[src/rtl/dmem_pkg.sv]
// Shared types and width helpers for the data-memory write-buffer slice.
// Holds the write-buffer entry record and the default geometry.
package dmem_pkg;

    localparam int DMEM_DEPTH      = 64;
    localparam int DMEM_WB_ENTRIES = 4;
    localparam int DMEM_IDX_W      = $clog2(DMEM_DEPTH);

    // Entries carry a full-width word index; unused upper bits stay zero.
    localparam int IDX_MAX_W = 30;

    function automatic int ptr_w(input int n);
        return (n > 1) ? $clog2(n) : 1;
    endfunction

    function automatic int cnt_w(input int n);
        return $clog2(n) + 1;
    endfunction

    typedef struct packed {
        logic                 valid;
        logic [IDX_MAX_W-1:0] index;
        logic [31:0]          data;
    } wb_entry_t;

endpackage

[src/rtl/dmem_array.sv]
// DEPTH x 32 backing word array: one synchronous write port, one asynchronous
// read port. Contents are not reset; kept separate so an SRAM macro can drop in.
module dmem_array #(
    parameter int DEPTH = 64,
    parameter int IDX_W = $clog2(DEPTH)
) (
    input  logic             clk,
    input  logic             we_i,
    input  logic [IDX_W-1:0] waddr_i,
    input  logic [31:0]      wdata_i,
    input  logic [IDX_W-1:0] raddr_i,
    output logic [31:0]      rdata_o
);

    logic [31:0] mem_q [DEPTH];

    always_ff @(posedge clk) begin
        if (we_i) begin
            mem_q[waddr_i] <= wdata_i;
        end
    end

    assign rdata_o = mem_q[raddr_i];

endmodule

[src/rtl/dmem_wbuf.sv]
// Data-memory responder: stores go through a small write buffer that drains in
// non-load cycles; loads forward from the youngest matching buffered store.
// Optional macro DMEM_WB_COALESCE_EN merges a store into a matching entry.
module dmem_wbuf
    import dmem_pkg::*;
#(
    parameter int DEPTH      = DMEM_DEPTH,
    parameter int WB_ENTRIES = DMEM_WB_ENTRIES
) (
    input  logic                        clk,
    input  logic                        reset,
    input  logic                        memwrite,
    input  logic                        memread,
    input  logic [31:0]                 addr,
    input  logic [31:0]                 wd,
    output logic [31:0]                 rd,
    output logic [$clog2(WB_ENTRIES):0] wb_count,
    output logic                        wb_empty
);

    localparam int IDX_W = $clog2(DEPTH);
    localparam int PTR_W = ptr_w(WB_ENTRIES);
    localparam int CNT_W = cnt_w(WB_ENTRIES);

    wb_entry_t            ent_q [WB_ENTRIES];
    logic [PTR_W-1:0]     head_q, head_d;
    logic [PTR_W-1:0]     tail_q, tail_d;
    logic [CNT_W-1:0]     count_q, count_d;

    logic [IDX_W-1:0]     word_idx;
    logic [IDX_MAX_W-1:0] idx;
    logic                 drain;
    logic                 coalesce;
    logic                 alloc;
    logic                 hit;
    logic [PTR_W-1:0]     hit_ptr;
    logic [31:0]          arr_rdata;
    logic                 unused_addr;

    assign word_idx    = addr[IDX_W+1:2];
    assign idx         = IDX_MAX_W'(word_idx);
    assign unused_addr = ^{addr[31:IDX_W+2], addr[1:0]};

    // A full buffer drains even under a load, so a store always finds a slot.
    assign drain = (count_q != '0) && (!memread || count_q == CNT_W'(WB_ENTRIES));

    // Walk oldest to youngest so the last match found is the youngest.
    always_comb begin
        hit     = 1'b0;
        hit_ptr = '0;
        for (int k = 0; k < WB_ENTRIES; k++) begin
            if (ent_q[head_q + PTR_W'(k)].valid &&
                ent_q[head_q + PTR_W'(k)].index == idx) begin
                hit     = 1'b1;
                hit_ptr = head_q + PTR_W'(k);
            end
        end
    end

`ifdef DMEM_WB_COALESCE_EN
    // The head leaves at this edge when draining, so merging into it would lose the store.
    assign coalesce = memwrite && hit && !(drain && hit_ptr == head_q);
`else
    assign coalesce = 1'b0;
`endif

    assign alloc = memwrite && !coalesce;

    always_comb begin
        head_d  = drain ? head_q + PTR_W'(1) : head_q;
        tail_d  = alloc ? tail_q + PTR_W'(1) : tail_q;
        count_d = count_q;
        if (alloc && !drain) begin
            count_d = count_q + CNT_W'(1);
        end else if (!alloc && drain) begin
            count_d = count_q - CNT_W'(1);
        end
    end

    always_ff @(posedge clk or posedge reset) begin
        if (reset) begin
            head_q  <= '0;
            tail_q  <= '0;
            count_q <= '0;
            for (int i = 0; i < WB_ENTRIES; i++) begin
                ent_q[i] <= '0;
            end
        end else begin
            head_q  <= head_d;
            tail_q  <= tail_d;
            count_q <= count_d;
            if (drain) begin
                ent_q[head_q].valid <= 1'b0;
            end
            if (coalesce) begin
                ent_q[hit_ptr].data <= wd;
            end
            // Must follow the drain clear: when full, tail and head share a slot.
            if (alloc) begin
                ent_q[tail_q] <= '{valid: 1'b1, index: idx, data: wd};
            end
        end
    end

    dmem_array #(
        .DEPTH (DEPTH),
        .IDX_W (IDX_W)
    ) u_array (
        .clk     (clk),
        .we_i    (drain),
        .waddr_i (ent_q[head_q].index[IDX_W-1:0]),
        .wdata_i (ent_q[head_q].data),
        .raddr_i (word_idx),
        .rdata_o (arr_rdata)
    );

    assign rd       = hit ? ent_q[hit_ptr].data : arr_rdata;
    assign wb_count = count_q;
    assign wb_empty = (count_q == '0);

endmodule

[config.mk]
export PLATFORM = sky130hd
export DESIGN_NAME = dmem_wbuf
export DESIGN_NICKNAME = d
export VERILOG_FILES = /design/src/rtl/dmem_pkg.sv /design/src/rtl/dmem_array.sv /design/src/rtl/dmem_wbuf.sv
export SDC_FILE = /design/constraint.sdc
export NUM_CORES = 2
export LEC_CHECK = 0
export ABC_CLOCK_PERIOD_IN_PS = 7250
export CORE_MARGIN = 2
export CORE_UTILIZATION = 50
export CTS_CLUSTER_SIZE = 30
export DETAILED_ROUTE_END_ITERATION = 10
export PLACE_DENSITY = 0.76
export SLEW_MARGIN = 20
export SYNTH_ARGS = -nofsm -noshare
export SYNTH_HDL_FRONTEND = slang
export SYNTH_HIERARCHICAL = 1
export SYNTH_SLANG_ARGS = --single-unit
[constraint.sdc]
create_clock -name clk -period 7.25 [get_ports clk]
set_input_delay 1.45 -clock clk [delete_from_list [all_inputs] [get_ports clk]]
set_output_delay 1.45 -clock clk [all_outputs]
set_load 0.1 [all_outputs]
==> metrics.log <==
INFO  metric clockBufferDepth = 3
INFO  metric fmax = 142 MHz
INFO  metric route.antenna.remaining_nets = 0
INFO  metric synth.avg_cell_area = 20.6 um2
INFO  metric synth_xor_area_share = 0.361%
INFO  metric wirelength = 237000 um
INFO  metric post_route_cells_drive_above_1_share = 29.8%
INFO  metric synth_enable_flop_cells = 2048
INFO  metric min-delay-path-class = reg2reg
INFO  metric num_vias = 47600
INFO  metric post_synth_simple_gate_area = 2.21%
INFO  metric fin_setup_tns = 0 ns
INFO  metric period_minus_slack = 7.04 ns
INFO  metric yosys_warnings = 6
INFO  metric detail_route.iter0.violations = 7166
INFO  metric placedInstanceArea = 94700 um2
INFO  metric p_per_area = 427 nW/um2
INFO  metric critical_path_class = reg2out
INFO  metric number_of_buffers_inserted_by_post_cts_setup_repair = 0
INFO  metric synth.yosys.seq_area_share = 73.1%
INFO  metric critPathLaunchType = flip-flop
INFO  metric h-tree-depth = 4
INFO  metric antenna_found_initial = 14
INFO  metric die-area = 183000 um2
INFO  metric yosys.area.top_type = sky130_fd_sc_hd__edfxtp_1
INFO  metric height_of_the_chip = 428 um
INFO  metric slew-limit-headroom = 25.3%
INFO  metric grt_max_degree = 154
INFO  metric tritoncts = yes
INFO  metric cp.required = 5.80 ns
INFO  metric peakVddDrop = 425 uV
INFO  metric rows = 155
INFO  metric critical_path.max_fanout = 38
INFO  metric fillerInstances = 12600
INFO  metric synth_ff_type = sky130_fd_sc_hd__edfxtp_1
INFO  metric adder_cell_fraction_of_synth_area = 0.148%
INFO  metric hold_viol = 0
INFO  metric postSynthCellCount = 4365
INFO  metric ys_ff_latch = 2211
INFO  metric areaGrowthSynthToFinish = 13.0%
INFO  metric yosys-mux-area-fraction = 18.7%
INFO  metric final_cell_area = 101000 um2
INFO  metric grt_pass1_vias = 47200
INFO  metric floorplan.io_pins = 104
INFO  metric timing.reg2reg.worst_path_depth = 7
INFO  metric hold-path-cell-count = 1
INFO  metric detailedPlacementHpwl = 130000 um
INFO  metric timing.critical_path.to_type = output port
INFO  metric power.total = 43400 uW
INFO  metric synth.most_common_cell = sky130_fd_sc_hd__edfxtp_1
INFO  metric globalRoute.totalOverflow = 0
INFO  metric finalCoreUtilization = 56.8%
INFO  metric synth.distinct_cells = 74
INFO  metric asyncSetResetFlopFracSynth = 7.37%
INFO  metric max_slew.worst_pin.slew = 1.12 ns
INFO  metric dr.pass1.iters = 8
INFO  metric grt_overall_usage = 26.0%
INFO  metric finalSetupViolCount = 0
INFO  metric final_min_period_over_clock_period = 97.1%
INFO  metric clk-insertion-delay-late = 0.86 ns
INFO  metric synth_top_family_by_area = multiplexers
INFO  metric routed_via_density = 6.70
INFO  metric synth-compound-area-share = 3.85%
INFO  metric placedCellCount = 6716
INFO  metric post_layout_nonfiller_instances = 7101
INFO  metric cts_buffers = 207
INFO  metric route.detailed.drc = 0
INFO  metric tritoncts_num_sinks = 2211
INFO  metric final_net_count = 4649
INFO  metric syn_area = 89700 um2
INFO  metric clock_pin_slew_worst_setup_and_hold_paths = 0.06 ns
INFO  metric gp_congestion = 0.850
INFO  metric max_cap_violations = 0
INFO  metric clk_root_buffer_cell = sky130_fd_sc_hd__clkbuf_16
INFO  metric fraction_of_synthesized_cell_area_taken_by_the_top_area_cell_type = 68.5%
INFO  metric timing.critical_path.cells = buf_4 -> buf_4 -> mux4_2 -> xnor2_1 -> nand3_1 -> a211oi_4 -> nand3_1 -> o311a_1 -> a211o_1 -> o221a_1 -> buf_12
INFO  metric final-max-slew-violation-count = 0
INFO  metric placeableCoreArea = 178000 um2
INFO  metric timing.critical_path.slowest_stage_cell = sky130_fd_sc_hd__mux4_2
INFO  metric initial_utilization = 50.3%
INFO  metric total_nets_after_synthesis = 4443
INFO  metric chipWidth = 428 um
INFO  metric global_route_wire_length_before_repair = 339000 um
INFO  metric critical_path_at = 5.59 ns
INFO  metric rsz0062_at_grt = no
INFO  metric final.setup_skew = 0.0474 ns
INFO  metric wl_per_cell = 33.3 um
INFO  metric synth_area_leaders = sky130_fd_sc_hd__edfxtp_1 (69%), sky130_fd_sc_hd__mux4_2 (15%), sky130_fd_sc_hd__dfrtp_1 (4.5%), sky130_fd_sc_hd__mux2_2 (2.1%), sky130_fd_sc_hd__mux2i_1 (1.7%)
INFO  metric total_leakage_power = 0.0326 uW
INFO  metric cpPeakStageDelay = 0.61 ns
INFO  metric result_of_the_run = finished clean
INFO  metric ys_top_cells_by_count = sky130_fd_sc_hd__edfxtp_1 (2048), sky130_fd_sc_hd__mux4_2 (592), sky130_fd_sc_hd__mux2_2 (166)
INFO  metric port-buffer-count = 77
-- kinds of logic (layout without fill, tap and decap cells) --
kind of cell,count (synthesis),in the layout
AOI/OAI and AO/OA,454,454
xor gates and xnor gates,37,37
adders and majority gates,10,10
buffers and inverters,312,691
DFF,2211,2211
muxes,915,915
other,0,2
and+or+nand+nor,426,426
-- registers in the layout, summed over array words and instances, names as in the netlist --
register       count
ent_q            156
head_q             2
tail_q             2
u_array/mem_q   2048
wb_count           3
-- metrics by stage --
stage | hold WS (ns) | setup WS [ns]
3_5_place_dp | 0.489 | 0.592
2_1_floorplan | 0.490 | 0.373
6_report | 0.490 | 0.211
3_3_place_gp | 0.487 | 0.576
4_1_cts | 0.501 | 0.0220
5_1_grt | 0.507 | 0.0598
-- power by group --
| group | internal [uW] | leakage, uW | total [uW] | switching (uW) |
|---|---|---|---|---|
| Combinational | 3350 | 0.00891 | 12500 | 9200 |
| Clock | 6010 | 0.00325 | 10700 | 4700 |
| Sequential | 19300 | 0.0204 | 20100 | 792 |
| Total | 28700 | 0.0326 | 43400 | 14700 |
-- cell type report --
cell class	count	area [um2]	share of cell area (%)
inverters	21	83.8	0.0827
clock buffers	264	5500	5.42
repair buffers	288	2950	2.91
clock inverters	118	1170	1.15
flip-flops and latches	2211	65600	64.7
diodes	2	5.00	0.00493
well taps	2355	2950	2.91
multi-input cells	1842	23200	22.9
-- final timing paths --
check | start | end | slack [ns]
max in group asynchronous | reset | ent_q[210] | 4.89
min in group asynchronous | reset | ent_q[129] | 1.16
setup / recovery | head_q[1] | rd[2] | 0.21
hold reg to reg | wb_count[2] | wb_count[2] | 0.49
setup reg to reg | head_q[1] | u_array/mem_q[38][5] | 2.27
hold / removal | wb_count[2] | wb_count[2] | 0.49
-- per-layer routing --
layer	global-route usage [%]	vias to the layer above	wire length (um)
met3	5.84	555	27600
met1	34.8	25000	84000
met4	10.8	14	11100
met5	0	-	88
met2	41.4	3288	114000
li1	-	18700	-
-- worst max-delay path, delay by kind of cell, from the launching register on --
| family | cells | cell delay [ns] |
|---|---|---|
| AOI/OAI and AO/OA | 4 | 1.83 |
| buffers and inverters | 3 | 1.24 |
| muxes | 1 | 0.61 |
| and+or+nand+nor | 2 | 0.41 |
| DFF | 1 | 0.40 |
| xor gates and xnor gates | 1 | 0.23 |
-- cells in the final DEF, fill, tap and decap left out, types with 22 or more instances in the layout --
cell type / instances
sky130_fd_sc_hd__mux2i_1: 156
sky130_fd_sc_hd__clkdlybuf4s50_1: 40
sky130_fd_sc_hd__clkbuf_16: 210
sky130_fd_sc_hd__o2111ai_1: 32
sky130_fd_sc_hd__clkinv_2: 34
sky130_fd_sc_hd__nor2_4: 62
sky130_fd_sc_hd__mux4_2: 591
sky130_fd_sc_hd__edfxtp_1: 2048
sky130_fd_sc_hd__a21oi_1: 62
sky130_fd_sc_hd__o21a_1: 22
sky130_fd_sc_hd__clkinv_1: 50
sky130_fd_sc_hd__xnor2_1: 23
sky130_fd_sc_hd__dfrtp_1: 161
sky130_fd_sc_hd__o21ai_0: 24
sky130_fd_sc_hd__buf_4: 190
sky130_fd_sc_hd__o221ai_1: 30
sky130_fd_sc_hd__mux2_2: 166
sky130_fd_sc_hd__clkbuf_1: 50
sky130_fd_sc_hd__or3_1: 25
sky130_fd_sc_hd__o22ai_1: 95
sky130_fd_sc_hd__nor3_1: 49
sky130_fd_sc_hd__buf_12: 51
sky130_fd_sc_hd__nand2_1: 92
sky130_fd_sc_hd__nor2_1: 103
-- what timing repair did --
| item | in CTS | in global routing |
|---|---|---|
| resized for setup | 0 | 3 |
| setup endpoints to repair | 0 | 32 |
| hold buffers | 0 | 0 |
Power figures use the tool's default switching activity.
